$ cat src/rtl/i2s_pkg.sv
// Shared types and constants for the I2S transmit feeder.
package i2s_pkg;
  typedef enum logic {FILL = 1'b0, RUN = 1'b1} state_t;

  localparam int AUDIO_DW_DEF = 32;
  localparam int UCNT_W       = 16;
endpackage

$ cat src/rtl/i2s_tx_feeder_if.sv
// Upstream stereo-pair stream: valid/ready handshake plus left/right samples.
interface i2s_tx_feeder_if #(
  parameter int AUDIO_DW = i2s_pkg::AUDIO_DW_DEF
);
  logic                in_valid;
  logic                in_ready;
  logic [AUDIO_DW-1:0] in_left;
  logic [AUDIO_DW-1:0] in_right;

  modport master (output in_valid, output in_left, output in_right, input  in_ready);
  modport slave  (input  in_valid, input  in_left, input  in_right, output in_ready);
endinterface

$ cat src/rtl/i2s_sync_fifo.sv
// Single-clock FIFO of stereo pairs with occupancy output; head is read combinationally.
module i2s_sync_fifo #(
  parameter int DW = 64,
  parameter int AW = 3
) (
  input  logic          sclk,
  input  logic          rst_n,
  input  logic          clr,
  input  logic          push,
  input  logic          pop,
  input  logic [DW-1:0] wdata,
  output logic [DW-1:0] rdata,
  output logic [AW:0]   level,
  output logic          full
);
  localparam int DEPTH = 1 << AW;

  logic [DW-1:0] mem_q [DEPTH];
  logic [AW-1:0] wr_ptr_q;
  logic [AW-1:0] rd_ptr_q;
  logic [AW:0]   level_q;
  logic          do_push;
  logic          do_pop;

  // Full is judged on the pre-pop level, so a pop never frees a slot in the same cycle.
  assign full    = (level_q == (AW+1)'(DEPTH));
  assign do_push = push & ~full & ~clr;
  assign do_pop  = pop & (level_q != '0) & ~clr;
  assign rdata   = mem_q[rd_ptr_q];
  assign level   = level_q;

  always_ff @(posedge sclk) begin
    if (do_push) begin
      mem_q[wr_ptr_q] <= wdata;
    end
  end

  always_ff @(posedge sclk or negedge rst_n) begin
    if (!rst_n) begin
      wr_ptr_q <= '0;
      rd_ptr_q <= '0;
      level_q  <= '0;
    end else if (clr) begin
      wr_ptr_q <= '0;
      rd_ptr_q <= '0;
      level_q  <= '0;
    end else begin
      if (do_push) wr_ptr_q <= wr_ptr_q + 1'b1;
      if (do_pop)  rd_ptr_q <= rd_ptr_q + 1'b1;
      level_q <= level_q + (AW+1)'(do_push) - (AW+1)'(do_pop);
    end
  end
endmodule

$ cat src/rtl/i2s_tx_feeder.sv
// Buffers upstream stereo pairs and presents one pair per lrclk frame to an i2s_tx,
// with prefill-gated start/restart and underrun reporting.
module i2s_tx_feeder
  import i2s_pkg::*;
#(
  parameter int AUDIO_DW   = AUDIO_DW_DEF,
  parameter int DEPTH_LOG2 = 3,
  parameter int PREFILL    = 4,
  parameter int CNT_W      = UCNT_W
) (
  input  logic                  sclk,
  input  logic                  rst_n,
  input  logic                  lrclk,
  input  logic                  flush,
  i2s_tx_feeder_if.slave        up,
  output logic [AUDIO_DW-1:0]   left_chan,
  output logic [AUDIO_DW-1:0]   right_chan,
  output logic [DEPTH_LOG2:0]   level,
  output logic                  underrun,
  output logic [CNT_W-1:0]      underrun_cnt
);
  state_t                state_q, state_d;
  logic                  lr_q;
  logic                  fall;
  logic                  pop;
  logic                  full;
  logic [2*AUDIO_DW-1:0] head;
  logic [AUDIO_DW-1:0]   left_q, left_d;
  logic [AUDIO_DW-1:0]   right_q, right_d;
  logic                  underrun_q, underrun_d;
  logic [CNT_W-1:0]      cnt_q, cnt_d;

  assign fall        = lr_q & ~lrclk;
  assign up.in_ready = ~full;

  i2s_sync_fifo #(
    .DW (2*AUDIO_DW),
    .AW (DEPTH_LOG2)
  ) u_fifo (
    .sclk  (sclk),
    .rst_n (rst_n),
    .clr   (flush),
    .push  (up.in_valid),
    .pop   (pop),
    .wdata ({up.in_left, up.in_right}),
    .rdata (head),
    .level (level),
    .full  (full)
  );

  always_comb begin
    state_d    = state_q;
    left_d     = left_q;
    right_d    = right_q;
    underrun_d = 1'b0;
    cnt_d      = cnt_q;
    pop        = 1'b0;
    if (flush) begin
      state_d = FILL;
      left_d  = '0;
      right_d = '0;
    end else if (fall) begin
      case (state_q)
        FILL: begin
          if (level >= (DEPTH_LOG2+1)'(PREFILL)) begin
            pop     = 1'b1;
            left_d  = head[2*AUDIO_DW-1:AUDIO_DW];
            right_d = head[AUDIO_DW-1:0];
            state_d = RUN;
          end
        end
        RUN: begin
          if (level != '0) begin
            pop     = 1'b1;
            left_d  = head[2*AUDIO_DW-1:AUDIO_DW];
            right_d = head[AUDIO_DW-1:0];
          end else begin
            // A missed frame sends silence and forces a fresh prefill before resuming.
            left_d     = '0;
            right_d    = '0;
            underrun_d = 1'b1;
            cnt_d      = cnt_q + CNT_W'(cnt_q != '1);
            state_d    = FILL;
          end
        end
        default: state_d = FILL;
      endcase
    end
  end

  always_ff @(posedge sclk or negedge rst_n) begin
    if (!rst_n) begin
      state_q    <= FILL;
      lr_q       <= 1'b0;
      left_q     <= '0;
      right_q    <= '0;
      underrun_q <= 1'b0;
      cnt_q      <= '0;
    end else begin
      state_q    <= state_d;
      lr_q       <= lrclk;
      left_q     <= left_d;
      right_q    <= right_d;
      underrun_q <= underrun_d;
      cnt_q      <= cnt_d;
    end
  end

  assign left_chan    = left_q;
  assign right_chan   = right_q;
  assign underrun     = underrun_q;
  assign underrun_cnt = cnt_q;
endmodule

$ cat src/flat_wrapper.sv
// flat-port wrapper written by rule: the top's interface ports become plain ports
module i2s_tx_feeder_flat import i2s_pkg::*;
#(
  parameter int AUDIO_DW   = AUDIO_DW_DEF,
  parameter int DEPTH_LOG2 = 3,
  parameter int PREFILL    = 4,
  parameter int CNT_W      = UCNT_W
)
  (sclk, rst_n, lrclk, flush, left_chan, right_chan, level, underrun, underrun_cnt, up_in_valid, up_in_left, up_in_right, up_in_ready);
  i2s_tx_feeder_if #(.AUDIO_DW(AUDIO_DW)) up_i ();
  input  logic sclk;
  input  logic rst_n;
  input  logic lrclk;
  input  logic flush;
  output logic [AUDIO_DW-1:0] left_chan;
  output logic [AUDIO_DW-1:0] right_chan;
  output logic [DEPTH_LOG2:0] level;
  output logic underrun;
  output logic [CNT_W-1:0] underrun_cnt;
  input wire logic [$bits(up_i.in_valid)-1:0] up_in_valid;
  input wire logic [$bits(up_i.in_left)-1:0] up_in_left;
  input wire logic [$bits(up_i.in_right)-1:0] up_in_right;
  output wire logic [$bits(up_i.in_ready)-1:0] up_in_ready;
  assign up_i.in_valid = up_in_valid;
  assign up_i.in_left = up_in_left;
  assign up_i.in_right = up_in_right;
  assign up_in_ready = up_i.in_ready;
  i2s_tx_feeder #(.AUDIO_DW(AUDIO_DW), .DEPTH_LOG2(DEPTH_LOG2), .PREFILL(PREFILL), .CNT_W(CNT_W)) u_core (.sclk(sclk), .rst_n(rst_n), .lrclk(lrclk), .flush(flush), .up(up_i), .left_chan(left_chan), .right_chan(right_chan), .level(level), .underrun(underrun), .underrun_cnt(underrun_cnt));
endmodule
$ cat config.mk
export PLATFORM = sky130hd
export DESIGN_NAME = i2s_tx_feeder_flat
export DESIGN_NICKNAME = d
export VERILOG_FILES = /design/src/rtl/i2s_pkg.sv /design/src/rtl/i2s_tx_feeder_if.sv /design/src/rtl/i2s_sync_fifo.sv /design/src/rtl/i2s_tx_feeder.sv /design/src/flat_wrapper.sv
export SDC_FILE = /design/constraint.sdc
export NUM_CORES = 1
export LEC_CHECK = 0
export ABC_AREA = 1
export BUFFER_PORTS_ARGS = -buffer_cell sky130_fd_sc_hd__buf_4
export CAP_MARGIN = 20
export CORE_MARGIN = 1.5
export CORE_UTILIZATION = 60
export DETAILED_ROUTE_END_ITERATION = 7
export PLACE_DENSITY = 0.79
export SYNTH_ARGS = -nofsm -noshare
export SYNTH_HDL_FRONTEND = slang
export SYNTH_SLANG_ARGS = --single-unit
$ cat constraint.sdc
create_clock -name sclk -period 4.7 [get_ports sclk]
set_clock_uncertainty 0.05 [all_clocks]
set_input_delay 0.94 -clock sclk [delete_from_list [all_inputs] [get_ports sclk]]
set_output_delay 0.94 -clock sclk [all_outputs]
set_load 0.03 [all_outputs]
; Word level (Yosys, flattened, before mapping)
; Memory sizes are Yosys's and may differ from the RTL's.
; Index checks and enable logic that the tools add are counted.
[op_classes]
n_addsub = 5
mul = 0
div = 0
n_lt_le_gt_ge = 1
n_eq_ne = 3
n_shift = 0
n_mux = 28
n_bitwise = 10
reduce_logical = 6
[op_table]
columns = operator, count
row1 = $mux 32, 8
row2 = $pmux 32 s2, 2
row3 = $add 16x1->16, 1
row4 = $ne 16x16->1 const B, 1
row5 = $mux 1, 12
row6 = $mux 3, 4
row7 = $add 3x1->3 const B, 2
row8 = $reduce_bool 2->1, 3
row9 = $and 1x1->1, 5
row10 = $not 1->1, 5
row11 = $add 4x1->4, 1
row12 = $eq 4x4->1 const B, 1
row13 = $ge 4x3->1 const B, 1
row14 = $mux 4, 1
row15 = $reduce_and 4->1, 1
row16 = $reduce_bool 4->1, 1
row17 = $sub 4x1->4, 1
row18 = $ne 3x2->1 const B, 1
row19 = $pmux 1 s2, 1
row20 = $reduce_and 2->1, 1
[word_totals]
ff_bits = 93
latch_bits = 0
ram_bits = 512
mem_bits_ro = 0
out_inout_bits = 86
mem_count = 1
[mem_list]
columns = name, words, word_bits, read_ports, rd_clocked_by_memory_dff, wr, line_no
row1 = u_core.u_fifo.mem_q, 8, 64, 1, 0, 1, i2s_sync_fifo.sv:18  ; logic [DW-1:0] mem_q [DEPTH];

; Longest topological paths before layout
; Gate-level depths: netlist (run 1).
[logic_depth]
word_depth = 9
ltp_mapped = 14

; By module
; Synthesis (run 1) repeated with hierarchy kept, for this count alone.
[hier_totals]
cells_unflattened = 2729
hier_area_um2 = 26638.0
[modules_own_cells]
columns = mod, n_inst, cells_each, area_each_um2, seq_area_each_um2
row1 = i2s_sync_fifo, 1, 2301, 23029.6, 15625.0
row2 = i2s_tx_feeder, 1, 428, 3608.5, 2077.0

; Worst setup path before layout (run 1)
; OpenSTA, ideal clock, no wires.
[synth_path]
path_kind = input port to flip-flop
from = input flush
to = memory u_core.u_fifo.mem_q[0][0] (enable)
setup_time_ps = 486
arrival_ps = 4253
required_time_ps = 4164
setup_slack_ps = -89
cell_stages = 6
cell_sequence = buf_2 -> inv_1 -> nand3_1 -> inv_1 -> nand2_1 -> nor2_1
[synth_via]
elab_chain_cells = 4
[synth_rtl]
columns = element, line_no
row1 = from (decl), flat_wrapper.sv:14  ; input logic flush;
row2 = $not 1->1 (no line), --
row3 = $and 1x1->1, i2s_sync_fifo.sv:27  ; assign do_push = push & ~full & ~clr;
row4 = $mux 1, i2s_sync_fifo.sv:33  ; if (do_push) begin
row5 = $mux 1 (not written as such), i2s_sync_fifo.sv:34  ; mem_q[wr_ptr_q] <= wdata;
row6 = to (decl), i2s_sync_fifo.sv:18
; Every way passes these cells.

; Worst setup path in the final report (run 1)
[layout_path]
from = register u_core.u_fifo.rd_ptr_q[0]
to = register u_core.right_q[9] (netlist: u_core.right_chan[9])
[layout_via]
elab_chain_cells = 5
word_cells_on_any_way = 6
[layout_rtl]
columns = element, line_no
row1 = from (decl), i2s_sync_fifo.sv:20  ; logic [AW-1:0] rd_ptr_q;
row2 = from (signal assigned), i2s_sync_fifo.sv:49  ; if (do_pop) rd_ptr_q <= rd_ptr_q + 1'b1;
row3 = $mem_v2 8x64 (*), --
row4 = "$mux 32, on equally long branches", "i2s_tx_feeder.sv:73, i2s_tx_feeder.sv:65"
row5 = $pmux 32 s2 (*), i2s_tx_feeder.sv:63  ; case (state_q)
row6 = $mux 32 (*), i2s_tx_feeder.sv:62  ; end else if (fall) begin
row7 = $mux 32 (*), i2s_tx_feeder.sv:58  ; if (flush) begin
row8 = to (signal assigned), i2s_tx_feeder.sv:103  ; right_q <= right_d;
row9 = to (decl), i2s_tx_feeder.sv:29  ; logic [AUDIO_DW-1:0] right_q, right_d;
; Every way passes the cells marked *; elsewhere a longest branch is shown, timed or not. The select of a mux whose other input is x is not followed.
; A chain may end at the register's enable or synchronous reset.

==> Flow_metrics.wiki, run 1 <==
{| class="wikitable"
! Metric !! Value
|-
| Leakage power || 10.3 nW
|-
| Slew margin rel. || 0.159
|-
| GRT Overall Usage || 0.254
|-
| Design internal power || 0.00908 W
|-
| Combinational family with the most area after synthesis || simple AND/OR/NAND/NOR gates
|-
| Gr ovfl total || 0
|-
| CP top delay family || buffers and inverters
|-
| Register share of total power || 0.520
|-
| Skew-Pair Late Insertion Delay || 0.60 ns
|-
| Fill cells || 2605
|-
| Core occupancy in the finished layout || 0.693
|-
| Result of the run || finished clean
|-
| TritonRoute pass-1 iters || 6
|-
| Drc violations || 0
|-
| Gate count after technology mapping || 2010
|-
| Post-Synthesis Net Count || 2091
|-
| Overall die width || 203 um
|-
| Port bufs || 154
|-
| Post-synthesis share of cell area spent on full adders, half adders and majority gates || 0.00654
|-
| Data arrival time at the worst-slack endpoint || 3.44 ns
|-
| Tot Pwr || 0.0119 W
|-
| Antenna violations before repair || 4
|-
| Compound-Gate Fraction of Synth Area || 0.0624
|-
| Clk buf depth || 3
|-
| Count of different cell masters after synthesis || 26
|-
| Clock buffer count from CTS || 58
|-
| Type of the worst setup path || reg2reg
|-
| Area of the core || 39700 um2
|-
| Floorplan die area || 41400 um2
|-
| Avg WL per Cell || 19.3 um
|-
| Placed insts || 2595
|-
| Starting density of the core || 0.607
|-
| Largest cells by area after synthesis || sky130_fd_sc_hd__edfxtp_1, sky130_fd_sc_hd__dfrtp_1, sky130_fd_sc_hd__nor2_1
|-
| Via count of the first global-routing pass || 15346
|-
| Maximum number of pins on one net before global-route repair || 256
|-
| Count of flip-flops with a built-in enable after synthesis || 512
|-
| Number of maximum-capacitance violations || 0
|-
| Fmax || 338 MHz
|-
| Slowest cell on crit path || sky130_fd_sc_hd__inv_6
|-
| Fraction of synthesized cell area taken by the top area cell type || 0.637
|-
| Resized Gates After CTS || 0
|-
| Vias after detailed routing || 15476
|-
| TNS Setup || 0 ns
|-
| Layout cells sized above 1 || 0.128
|-
| Post-synthesis share of cell area spent on xor and xnor gates || 0.00363
|-
| GPL Wtd Cong || 0.809
|-
| Hold violation total from the final report || 0
|-
| CTS tree || built
|-
| Cell area after synthesis || 24100 um2
|-
| Synth Register Bits || 605
|-
| Post-Synth Simple-Gate Area || 0.153
|-
| DRC marker count from the first detailed-route iteration || 1510
|-
| Tcrit/Tclk final || 0.629
|-
| Std-Cell Rows || 73
|-
| Maximum level of the CTS H-tree || 2
|-
| Worst path bufs/invs || 2
|-
| Final WL || 52200 um
|-
| Routed vias/inst || 5.72
|-
| Clock root buffer master || sky130_fd_sc_hd__clkbuf_16
|-
| Max-slew violation total from the final report || 0
|-
| Proportion of power drawn by the clock network || 0.389
|-
| Worst Path Required || 5.19 ns
|-
| Switching power share of the total || 0.234
|-
| Least-Margin Pin Slew || 1.26 ns
|-
| Ys flop type || sky130_fd_sc_hd__edfxtp_1
|-
| Cts hold-fix bufs || 0
|-
| Type of destination of the critical path || register
|-
| Hold/Removal Path Class || in2async
|-
| Comb power frac || 0.091
|-
| Detail Placement HPWL || 28500 um
|-
| Number of standard cells in the final layout excluding fillers || 2705
|-
| Total I/O pin count || 155
|-
| Cell type with the largest total area after synthesis || sky130_fd_sc_hd__edfxtp_1
|-
| Setup-failing EPs final || 0
|-
| Minimum period implied by the final worst setup slack || 2.96 ns
|-
| RSZ-0062 raised after global routing || false
|-
| Ratio of total power to cell area || 430 nW/um2
|-
| Clock Pin Slew Worst Setup and Hold Paths || 0.06 ns
|-
| Largest fanout on the critical path || 135
|-
| P&R area growth vs syn || 14.2%
|-
| Reported net switching power || 0.00278 W
|-
| Mux contribution to synthesized area || 0
|-
| Startpoint types || register
|-
| Count of buffers added by post-CTS timing repair for setup || 0
|-
| Number of warning messages in the yosys log || 0
|-
| Biggest cell delay along the critical path || 0.82 ns
|-
| Worst hold slack across all endpoints || 0.124 ns
|-
| Global-route wire length before repair || 81400 um
|-
| Share of async-settable or async-resettable flops after synthesis || 0.154
|-
| Post-route ant nets || 0
|-
| Maximum ir drop on the vdd rail || 256 uV
|-
| Die boundary height || 203 um
|-
| Final #Nets || 2211
|-
| Portion of the post-synthesis area used by sequential elements || 0.734
|-
| Cell Chain, Critical Path || inv_6, buf_4, nor2_1, nor2_1, o21ai_1, nand3_1, nand3_1, nand2_1
|-
| Average cell area after synthesis || 12.0 um2
|-
| Clock Sinks || 605
|}
-- power groups by stage --
stage / registers, W / clock network [W] / logic, W
after floorplan: 0.00643 / 0 / 0.000486
final: 0.00617 / 0.00461 / 0.00108
after CTS: 0.00616 / 0.00466 / 0.00108
after detailed placement: 0.00627 / 0 / 0.00108
after global placement: 0.00627 / 0 / 0.00105
after global routing: 0.00618 / 0.00488 / 0.00117
-- cells in the mapped netlist (11+ instances only) --
cell / instances
sky130_fd_sc_hd__nor2_1: 411
sky130_fd_sc_hd__buf_1: 17
sky130_fd_sc_hd__o21ai_0: 112
sky130_fd_sc_hd__edfxtp_1: 512
sky130_fd_sc_hd__nand3_1: 210
sky130_fd_sc_hd__clkbuf_1: 45
sky130_fd_sc_hd__o21ai_1: 88
sky130_fd_sc_hd__dfrtp_1: 93
sky130_fd_sc_hd__nand2_1: 277
sky130_fd_sc_hd__inv_1: 96
sky130_fd_sc_hd__buf_6: 15
sky130_fd_sc_hd__buf_4: 16
sky130_fd_sc_hd__o211ai_1: 63
sky130_fd_sc_hd__ha_1: 11
sky130_fd_sc_hd__buf_2: 20
-- layout make-up --
| type | instances | area [um2] | area share |
|---|---|---|---|
| clock inverter | 31 | 305 | 0.0111 |
| inverter | 97 | 374 | 0.0136 |
| timing repair buffer | 173 | 1390 | 0.0503 |
| clock buffer | 76 | 1590 | 0.0577 |
| multi-input combinational | 1195 | 5510 | 0.200 |
| sequential | 605 | 17700 | 0.643 |
| antenna | 3 | 7.51 | 0.000273 |
| tap | 525 | 657 | 0.0239 |
-- path summary, 6_finish.rpt --
check / from / to / slack, ns / cells past startpoint
worst min register to register: u_core.left_chan[23]$_DFFE_PN0P_ / u_core.left_chan[23]$_DFFE_PN0P_ / 0.43 / 2
worst max register to register: u_core.u_fifo.rd_ptr_q[0]$_DFFE_PN0P_ / u_core.right_chan[9]$_DFFE_PN0P_ / 1.74 / 8
min in group sclk: lrclk / u_core.lr_q$_DFF_PN0_ / 0.42 / 1
worst min-delay path: rst_n / u_core.underrun_cnt[9]$_DFFE_PN0P_ / 0.12 / 1
worst max-delay path: u_core.u_fifo.rd_ptr_q[0]$_DFFE_PN0P_ / u_core.right_chan[9]$_DFFE_PN0P_ / 1.74 / 8
max in group asynchronous: rst_n / u_core.right_chan[5]$_DFFE_PN0P_ / 3.48 / 2
-- placed cells by master, fill, tap and decap left out, drive strengths merged --
cell type,instances
edfxtp,512
nor2,413
nand2,277
nand3,210
o21ai,200
buf,173
inv,98
dfrtp,93
clkbuf,76
o211ai,63
clkinv,23
ha,11
bufinv,6
xnor2,5
xor2,5
a21oi,4
diode,3
nand4,3
o21bai,1
nor4,1
nor3,1
fa,1
clkinvlp,1
-- cell families after synthesis --
kind of cell | after synthesis
AND/OR/NAND/NOR | 905
flip-flops | 605
AO/OA/AOI/OAI | 268
buffers and inverters | 210
adder cells (fa/ha/maj) | 12
XOR/XNOR | 10
-- sequential cells by signal, summed over array words and instances (netlist names), 3 cells and up --
register                cells
u_core.u_fifo.level         4
u_core.left_chan           32
u_core.u_fifo.rd_ptr_q      3
u_core.u_fifo.wr_ptr_q      3
u_core.u_fifo.mem_q       512
u_core.right_chan          32
u_core.underrun_cnt        16
-- routing by layer --
metal | routed length [um] | GRT usage
met1 | 21000 | 0.337
met4 | 1250 | 0.0897
met3 | 3730 | 0.0425
met2 | 26200 | 0.430
met5 | 13 | 0
-- through the flow --
step	worst slack, ns	instance area, um2
final	1.74	27500
after global routing	1.56	27500
after CTS	1.80	27500
after detailed placement	1.36	25600
after global placement	1.39	25600
after floorplan	-0.0892	24100
(Power assumes the default switching activity.)
==> inputs of run 2 (changes only) <==
==> constraint.sdc (replaced) <==
create_clock -name sclk -period 3.01 [get_ports sclk]
set_clock_uncertainty 0.05 [all_clocks]
set_input_delay 0.602 -clock sclk [delete_from_list [all_inputs] [get_ports sclk]]
set_output_delay 0.602 -clock sclk [all_outputs]
set_load 0.03 [all_outputs]
==> Flow_metrics.wiki, run 2 (synthesis gave the netlist of run 1 again) <==
{| class="wikitable"
! Metric !! Value
|-
| Result of the run || finished clean
|-
| Sum of met2 wire segment lengths after detailed routing || 26500 um
|-
| Sum of routed wire segments on met1 || 20800 um
|-
| Maximum ir drop on the vdd rail || 459 uV
|-
| Placed insts || 2605
|-
| Maximum level of the CTS H-tree || 2
|-
| Flip-flop count of the largest register, all copies and words added || 512
|-
| Largest fanout on the critical path || 4
|-
| Maximum number of pins on one net before global-route repair || 201
|-
| Fmax || 411 MHz
|-
| Antenna violations before repair || 2
|-
| Ratio of total power to cell area || 666 nW/um2
|-
| Clock root buffer master || sky130_fd_sc_hd__clkbuf_16
|-
| Combined area of the multi-input logic cells || 5510 um2
|-
| Max-slew violation total from the final report || 0
|-
| DRC marker count from the first detailed-route iteration || 1213
|-
| Area of the core || 39700 um2
|-
| Routed vias/inst || 5.71
|-
| R2r setup slk || 0.58 ns
|-
| Switching power share of the total || 0.235
|-
| Slew margin rel. || 0.384
|-
| Register with the highest flop count || u_core.u_fifo.mem_q
|-
| Drc violations || 0
|-
| Port bufs || 154
|-
| Hold violation total from the final report || 0
|-
| Setup-failing EPs final || 0
|-
| Final #Nets || 2223
|-
| Wire length on met3 || 3540 um
|-
| Type of the worst setup path || reg2reg
|-
| Reported net switching power || 0.00433 W
|-
| Type of destination of the critical path || register
|-
| Post-route ant nets || 0
|-
| Clock Sinks || 605
|-
| Proportion of power drawn by the clock network || 0.387
|-
| TNS Setup || 0 ns
|-
| Number of cells on the worst reg-to-reg path || 13
|-
| Starting density of the core || 0.607
|-
| Data arrival time at the worst-slack endpoint || 2.88 ns
|-
| Final WL || 52200 um
|-
| Least-Margin Pin Slew || 0.925 ns
|-
| Worst Slack Setup Final || 0.575 ns
|-
| Floorplan die area || 41400 um2
|-
| Count of buffers added by post-CTS timing repair for setup || 0
|-
| Std-Cell Rows || 73
|-
| Number of maximum-capacitance violations || 0
|-
| Avg WL per Cell || 19.2 um
|-
| Overall die width || 203 um
|-
| Origin of the worst setup path || u_core.u_fifo.level[2]$_DFF_PN0_
|-
| Clock buffer count from CTS || 58
|-
| Clock Pin Slew Worst Setup and Hold Paths || 0.07 ns
|-
| Tcrit/Tclk final || 0.809
|-
| Skew-Pair Late Insertion Delay || 0.61 ns
|-
| Terminus of the critical flop-to-flop path || u_core.u_fifo.level[2]$_DFF_PN0_
|-
| Number of standard cells in the final layout excluding fillers || 2713
|-
| Worst setup slack after placement || 0.441 ns
|-
| Hold_sp || lrclk
|-
| CTS tree || built
|-
| Via count of the first global-routing pass || 15623
|-
| Hold/Removal Path Class || in2reg
|-
| Detail Placement HPWL || 28200 um
|-
| Fill cells || 2667
|-
| GRT Overall Usage || 0.257
|-
| Resized Gates After CTS || 0
|-
| Startpoint types || register
|-
| Start of the worst register-to-register path || u_core.u_fifo.level[2]$_DFF_PN0_
|-
| TritonRoute pass-1 iters || 6
|-
| Clk buf depth || 3
|-
| Cts hold-fix bufs || 1
|-
| Antenna diode count || 0
|-
| Comb power frac || 0.093
|-
| Commonest cells after routing, fill and taps aside || sky130_fd_sc_hd__edfxtp_1, sky130_fd_sc_hd__nor2_1, sky130_fd_sc_hd__nand2_1
|-
| Minimum period implied by the final worst setup slack || 2.43 ns
|-
| Top Layer Used || met5
|-
| Gr ovfl total || 0
|-
| Worst Path Required || 3.46 ns
|-
| Design internal power || 0.0141 W
|-
| Critical path capture point || u_core.u_fifo.level[2]$_DFF_PN0_
|-
| Die boundary height || 203 um
|-
| Register share of total power || 0.520
|-
| Total I/O pin count || 155
|-
| Leading cell type in the layout, fill and taps excluded || sky130_fd_sc_hd__edfxtp_1
|-
| Leakage power || 10.4 nW
|-
| Layout cells sized above 1 || 0.132
|-
| Global-route wire length before repair || 82500 um
|-
| P&R area growth vs syn || 15.0%
|-
| GPL Wtd Cong || 0.840
|-
| Vias after detailed routing || 15479
|-
| Footprint of the flip-flops and latches || 17700 um2
|-
| RSZ-0062 raised after global routing || false
|}
## run 2: cell count changes in the layout (fill, tap and decap cells not counted), sizes merged
cell / before / now
buf: 173 / 184
clkinvlp: 1 / 4
inv: 98 / 99
clkinv: 23 / 22
diode: 3 / 0
dlygate4sd3: 0 / 1
clkbuf: 76 / 72
## run 2: how the worst min path moves through the flow
stage | to | slack [ns] | cells past startpoint
finish | u_core.lr_q$_DFF_PN0_ | 0.07 | 1
global route | u_core.lr_q$_DFF_PN0_ | 0.05 | 1
CTS | u_core.lr_q$_DFF_PN0_ | 0.05 | 1
detailed placement | u_core.right_chan[8]$_DFFE_PN0P_ | 0.42 | 2
global placement | u_core.left_chan[13]$_DFFE_PN0P_ | 0.41 | 2
floorplan | u_core.left_chan[0]$_DFFE_PN0P_ | 0.26 | 0
## run 2: power by group through the flow
stage	logic, W	registers [W]	clock network [W]
2_1_floorplan	0.000763	0.0100	0
3_3_place_gp	0.00166	0.00976	0
3_5_place_dp	0.00171	0.00977	0
4_1_cts	0.00173	0.00960	0.00723
5_1_grt	0.00188	0.00962	0.00758
6_report	0.00172	0.00960	0.00714
## run 2: per-layer routing
metal | global-route usage | vias up
li1 | - | 7248
met1 | 0.334 | 7524
met2 | 0.444 | 604
met3 | 0.0361 | 99
met4 | 0.0937 | 4
met5 | 0 | -
## run 2: worst max-delay path: stages, from the launching register on
cell and delay, ns:
sky130_fd_sc_hd__dfrtp_1 0.38, sky130_fd_sc_hd__inv_1 0.13, sky130_fd_sc_hd__ha_1 0.16, sky130_fd_sc_hd__nand2_1 0.10, sky130_fd_sc_hd__nand2_1 0.15, sky130_fd_sc_hd__nor2_1 0.06, sky130_fd_sc_hd__nand2_1 0.08, sky130_fd_sc_hd__inv_1 0.08
sky130_fd_sc_hd__ha_1 0.27, sky130_fd_sc_hd__inv_1 0.04, sky130_fd_sc_hd__ha_1 0.20, sky130_fd_sc_hd__fa_1 0.41, sky130_fd_sc_hd__xnor2_1 0.17, sky130_fd_sc_hd__nor2_1 0.05
## run 2: metrics by stage
step | instance area [um2] | hold slack, ns | total power, W | util
floorplan | 24100 | 0.256 | 0.0108 | -
global placement | 25800 | 0.414 | 0.0114 | 0.650
detailed placement | 25800 | 0.417 | 0.0115 | 0.650
CTS | 27700 | 0.0483 | 0.0186 | 0.697
global route | 27700 | 0.0547 | 0.0191 | 0.698
finish | 27700 | 0.0683 | 0.0185 | 0.698
## run 2: cell type report
cell class | instances | share of cell area
timing repair buffer | 185 | 0.0581
sequential | 605 | 0.639
tap | 525 | 0.0237
clock buffer | 72 | 0.0557
inverter | 97 | 0.0135
multi-input combinational | 1195 | 0.199
clock inverter | 34 | 0.0118
==> inputs of run 3 (changes only) <==
--- a/config.mk
+++ b/config.mk
@@ -9,9 +9,9 @@
 export BUFFER_PORTS_ARGS = -buffer_cell sky130_fd_sc_hd__buf_4
 export CAP_MARGIN = 20
 export CORE_MARGIN = 1.5
-export CORE_UTILIZATION = 60
+export CORE_UTILIZATION = 54
 export DETAILED_ROUTE_END_ITERATION = 7
-export PLACE_DENSITY = 0.79
+export PLACE_DENSITY = 0.75
 export SYNTH_ARGS = -nofsm -noshare
 export SYNTH_HDL_FRONTEND = slang
 export SYNTH_SLANG_ARGS = --single-unit
==> constraint.sdc (replaced) <==
create_clock -name sclk -period 2.1 [get_ports sclk]
set_clock_uncertainty 0.05 [all_clocks]
set_input_delay 0.42 -clock sclk [delete_from_list [all_inputs] [get_ports sclk]]
set_output_delay 0.42 -clock sclk [all_outputs]
set_load 0.03 [all_outputs]
==> Flow_metrics.wiki, run 3 (synthesis gave the netlist of run 1 again) <==
{| class="wikitable"
! Metric !! Value
|-
| Total I/O pin count || 155
|-
| DRC marker count from the first detailed-route iteration || 1403
|-
| Worst Path Required || 2.57 ns
|-
| Clock Pin Slew Worst Setup and Hold Paths || 0.06 ns
|-
| Final #Nets || 2341
|-
| Type of destination of the critical path || register
|-
| Type of the worst setup path || reg2reg
|-
| Leading cell type in the layout, fill and taps excluded || sky130_fd_sc_hd__edfxtp_1
|-
| Least-Margin Pin Slew || 0.544 ns
|-
| Final WL || 54900 um
|-
| CP top delay family || adder cells
|-
| Die boundary height || 214 um
|-
| Maximum ir drop on the vdd rail || 722 uV
|-
| Global-route wire length before repair || 86600 um
|-
| Routed vias/inst || 5.50
|-
| Hold violation total from the final report || 0
|-
| Max-slew violation total from the final report || 0
|-
| Gr busiest metal || met2
|-
| Met3 Usage GRT || 0.0329
|-
| Met1 GRT Util || 0.308
|-
| Slew margin rel. || 0.637
|-
| Cell Chain, Critical Path || inv_4, ha_4, nand2_4, nand2_4, nor2_2, nand2_2, inv_2, ha_4, inv_2, ha_4, fa_2, inv_2, nor2_2
|-
| Starting density of the core || 0.547
|-
| Skew-Pair Late Insertion Delay || 0.61 ns
|-
| RSZ-0062 raised after global routing || true
|-
| Critical path capture point || u_core.u_fifo.level[1]$_DFF_PN0_
|-
| Start of the worst register-to-register path || u_core.u_fifo.level[2]$_DFF_PN0_
|-
| Clock root buffer master || sky130_fd_sc_hd__clkbuf_16
|-
| Fmax || 461 MHz
|-
| Register with the highest flop count || u_core.u_fifo.mem_q
|-
| Floorplan die area || 45900 um2
|-
| Startpoint types || register
|-
| Worst path bufs/invs || 4
|-
| Avg WL per Cell || 18.9 um
|-
| Maximum number of pins on one net before global-route repair || 98
|-
| Gr ovfl total || 0
|-
| Layout cells sized above 1 || 0.170
|-
| Minimum period implied by the final worst setup slack || 2.17 ns
|-
| Port bufs || 154
|-
| Worst hold slack across all endpoints || 0.0115 ns
|-
| Leakage power || 11.1 nW
|-
| Tot Pwr || 0.0277 W
|-
| Hold/Removal Path Class || in2reg
|-
| Flip-flop count of the largest register, all copies and words added || 512
|-
| Violations in the final reports || negative setup slack
|-
| Largest fanout on the critical path || 4
|-
| Setup-failing EPs final || 2
|-
| GPL Wtd Cong || 0.788
|-
| Post-route ant nets || 0
|-
| Detail Placement HPWL || 31400 um
|-
| Number of cells on the worst reg-to-reg path || 13
|-
| GRT Overall Usage || 0.239
|-
| Data arrival time at the worst-slack endpoint || 2.64 ns
|-
| Terminus of the critical flop-to-flop path || u_core.u_fifo.level[1]$_DFF_PN0_
|-
| Commonest cells after routing, fill and taps aside || sky130_fd_sc_hd__edfxtp_1, sky130_fd_sc_hd__nor2_1, sky130_fd_sc_hd__nand2_1
|-
| P&R area growth vs syn || 22.3%
|-
| Vias after detailed routing || 15961
|-
| R2r setup slk || -0.07 ns
|-
| Slowest cell on crit path || sky130_fd_sc_hd__fa_2
|-
| Worst path depth || 13
|-
| Clock Sinks || 605
|-
| Drc violations || 0
|-
| Tcrit/Tclk final || 1.03
|-
| Maximum level of the CTS H-tree || 2
|-
| Origin of the worst setup path || u_core.u_fifo.level[2]$_DFF_PN0_
|-
| Via count of the first global-routing pass || 16375
|-
| TritonRoute pass-1 iters || 6
|-
| Biggest cell delay along the critical path || 0.57 ns
|-
| Worst Slack Setup Final || -0.0698 ns
|-
| Ratio of total power to cell area || 938 nW/um2
|-
| Number of maximum-capacitance violations || 0
|-
| Area of the core || 44100 um2
|-
| Clk buf depth || 3
|-
| Antenna violations before repair || 2
|-
| CTS tree || built
|-
| Fill cells || 3111
|-
| Clock buffer count from CTS || 58
|-
| Overall die width || 214 um
|-
| Global routing met2 resource utilization || 0.413
|-
| Result of the run || finished, violations left
|-
| Std-Cell Rows || 77
|}
## run 3: where the power goes
group          internal, W  total [W]  switching [W]
combinational      0.00112    0.00301        0.00189
clock              0.00655     0.0109        0.00435
sequential          0.0135     0.0138       0.000235
## run 3: worst min path at each step
| stage | start | endpoint | cells after the start |
|---|---|---|---|
| after detailed placement | rst_n | u_core.underrun_cnt[7]$_DFFE_PN0P_ | 1 |
| after CTS | up_in_right[17] | u_core.u_fifo.mem_q[4][17]$_DFFE_PP_ | 1 |
| after global placement | rst_n | u_core.underrun_cnt[7]$_DFFE_PN0P_ | 1 |
| after floorplan | rst_n | u_core.left_chan[0]$_DFFE_PN0P_ | 0 |
| final | up_in_left[20] | u_core.u_fifo.mem_q[7][52]$_DFFE_PP_ | 1 |
| after global routing | up_in_right[20] | u_core.u_fifo.mem_q[2][20]$_DFFE_PP_ | 1 |
## run 3: cell type report
class | instances | area (um2) | share of cell area
well taps | 592 | 741 | 0.0251
flip-flops and latches | 605 | 17700 | 0.601
inverters | 97 | 384 | 0.0130
clock inverters | 30 | 399 | 0.0135
repair buffers | 303 | 2950 | 0.100
diodes | 2 | 5.00 | 0.000170
multi-input cells | 1195 | 5680 | 0.192
clock buffers | 78 | 1630 | 0.0552
## run 3: metrics by stage
stage / cell area [um2] / setup WS [ns] / TNS (ns) / utilization / std cells
after floorplan: 24200 / -0.467 / -229.91 / - / 2010
final: 29500 / -0.0698 / -0.122 / 0.669 / 2902
after global routing: 29500 / -0.149 / -0.684 / 0.668 / 2901
after detailed placement: 26500 / -0.158 / -0.249 / 0.602 / 2715
after CTS: 29200 / -0.0655 / -0.129 / 0.663 / 2888
after global placement: 26500 / -0.103 / -0.160 / 0.602 / 2715
## run 3: worst register-to-register path, stage by stage (launching register included)
cell                      delay (ns)
sky130_fd_sc_hd__dfrtp_2        0.42
sky130_fd_sc_hd__inv_4          0.08
sky130_fd_sc_hd__ha_4           0.14
sky130_fd_sc_hd__nand2_4        0.06
sky130_fd_sc_hd__nand2_4        0.07
sky130_fd_sc_hd__nor2_2         0.04
sky130_fd_sc_hd__nand2_2        0.06
sky130_fd_sc_hd__inv_2          0.05
sky130_fd_sc_hd__ha_4           0.25
sky130_fd_sc_hd__inv_2          0.04
sky130_fd_sc_hd__ha_4           0.16
sky130_fd_sc_hd__fa_2           0.57
sky130_fd_sc_hd__inv_2          0.04
sky130_fd_sc_hd__nor2_2         0.07
## run 3: repair_timing
action                                 in CTS  in global routing
gates resized for setup                    12                 26
setup endpoints to repair                   3                343
endpoints found under the hold margin     406                  0
gates cloned                                0                  3
buffers inserted                           10                 10
hold buffers                               55                  0
pin swaps                                   5                 11
## run 3: layer usage
layer  wire length, um  vias up
met5                 0        -
met4              1570        0
met3              3020      114
met2             28100      551
met1             22200     7803
li1                  -     7493
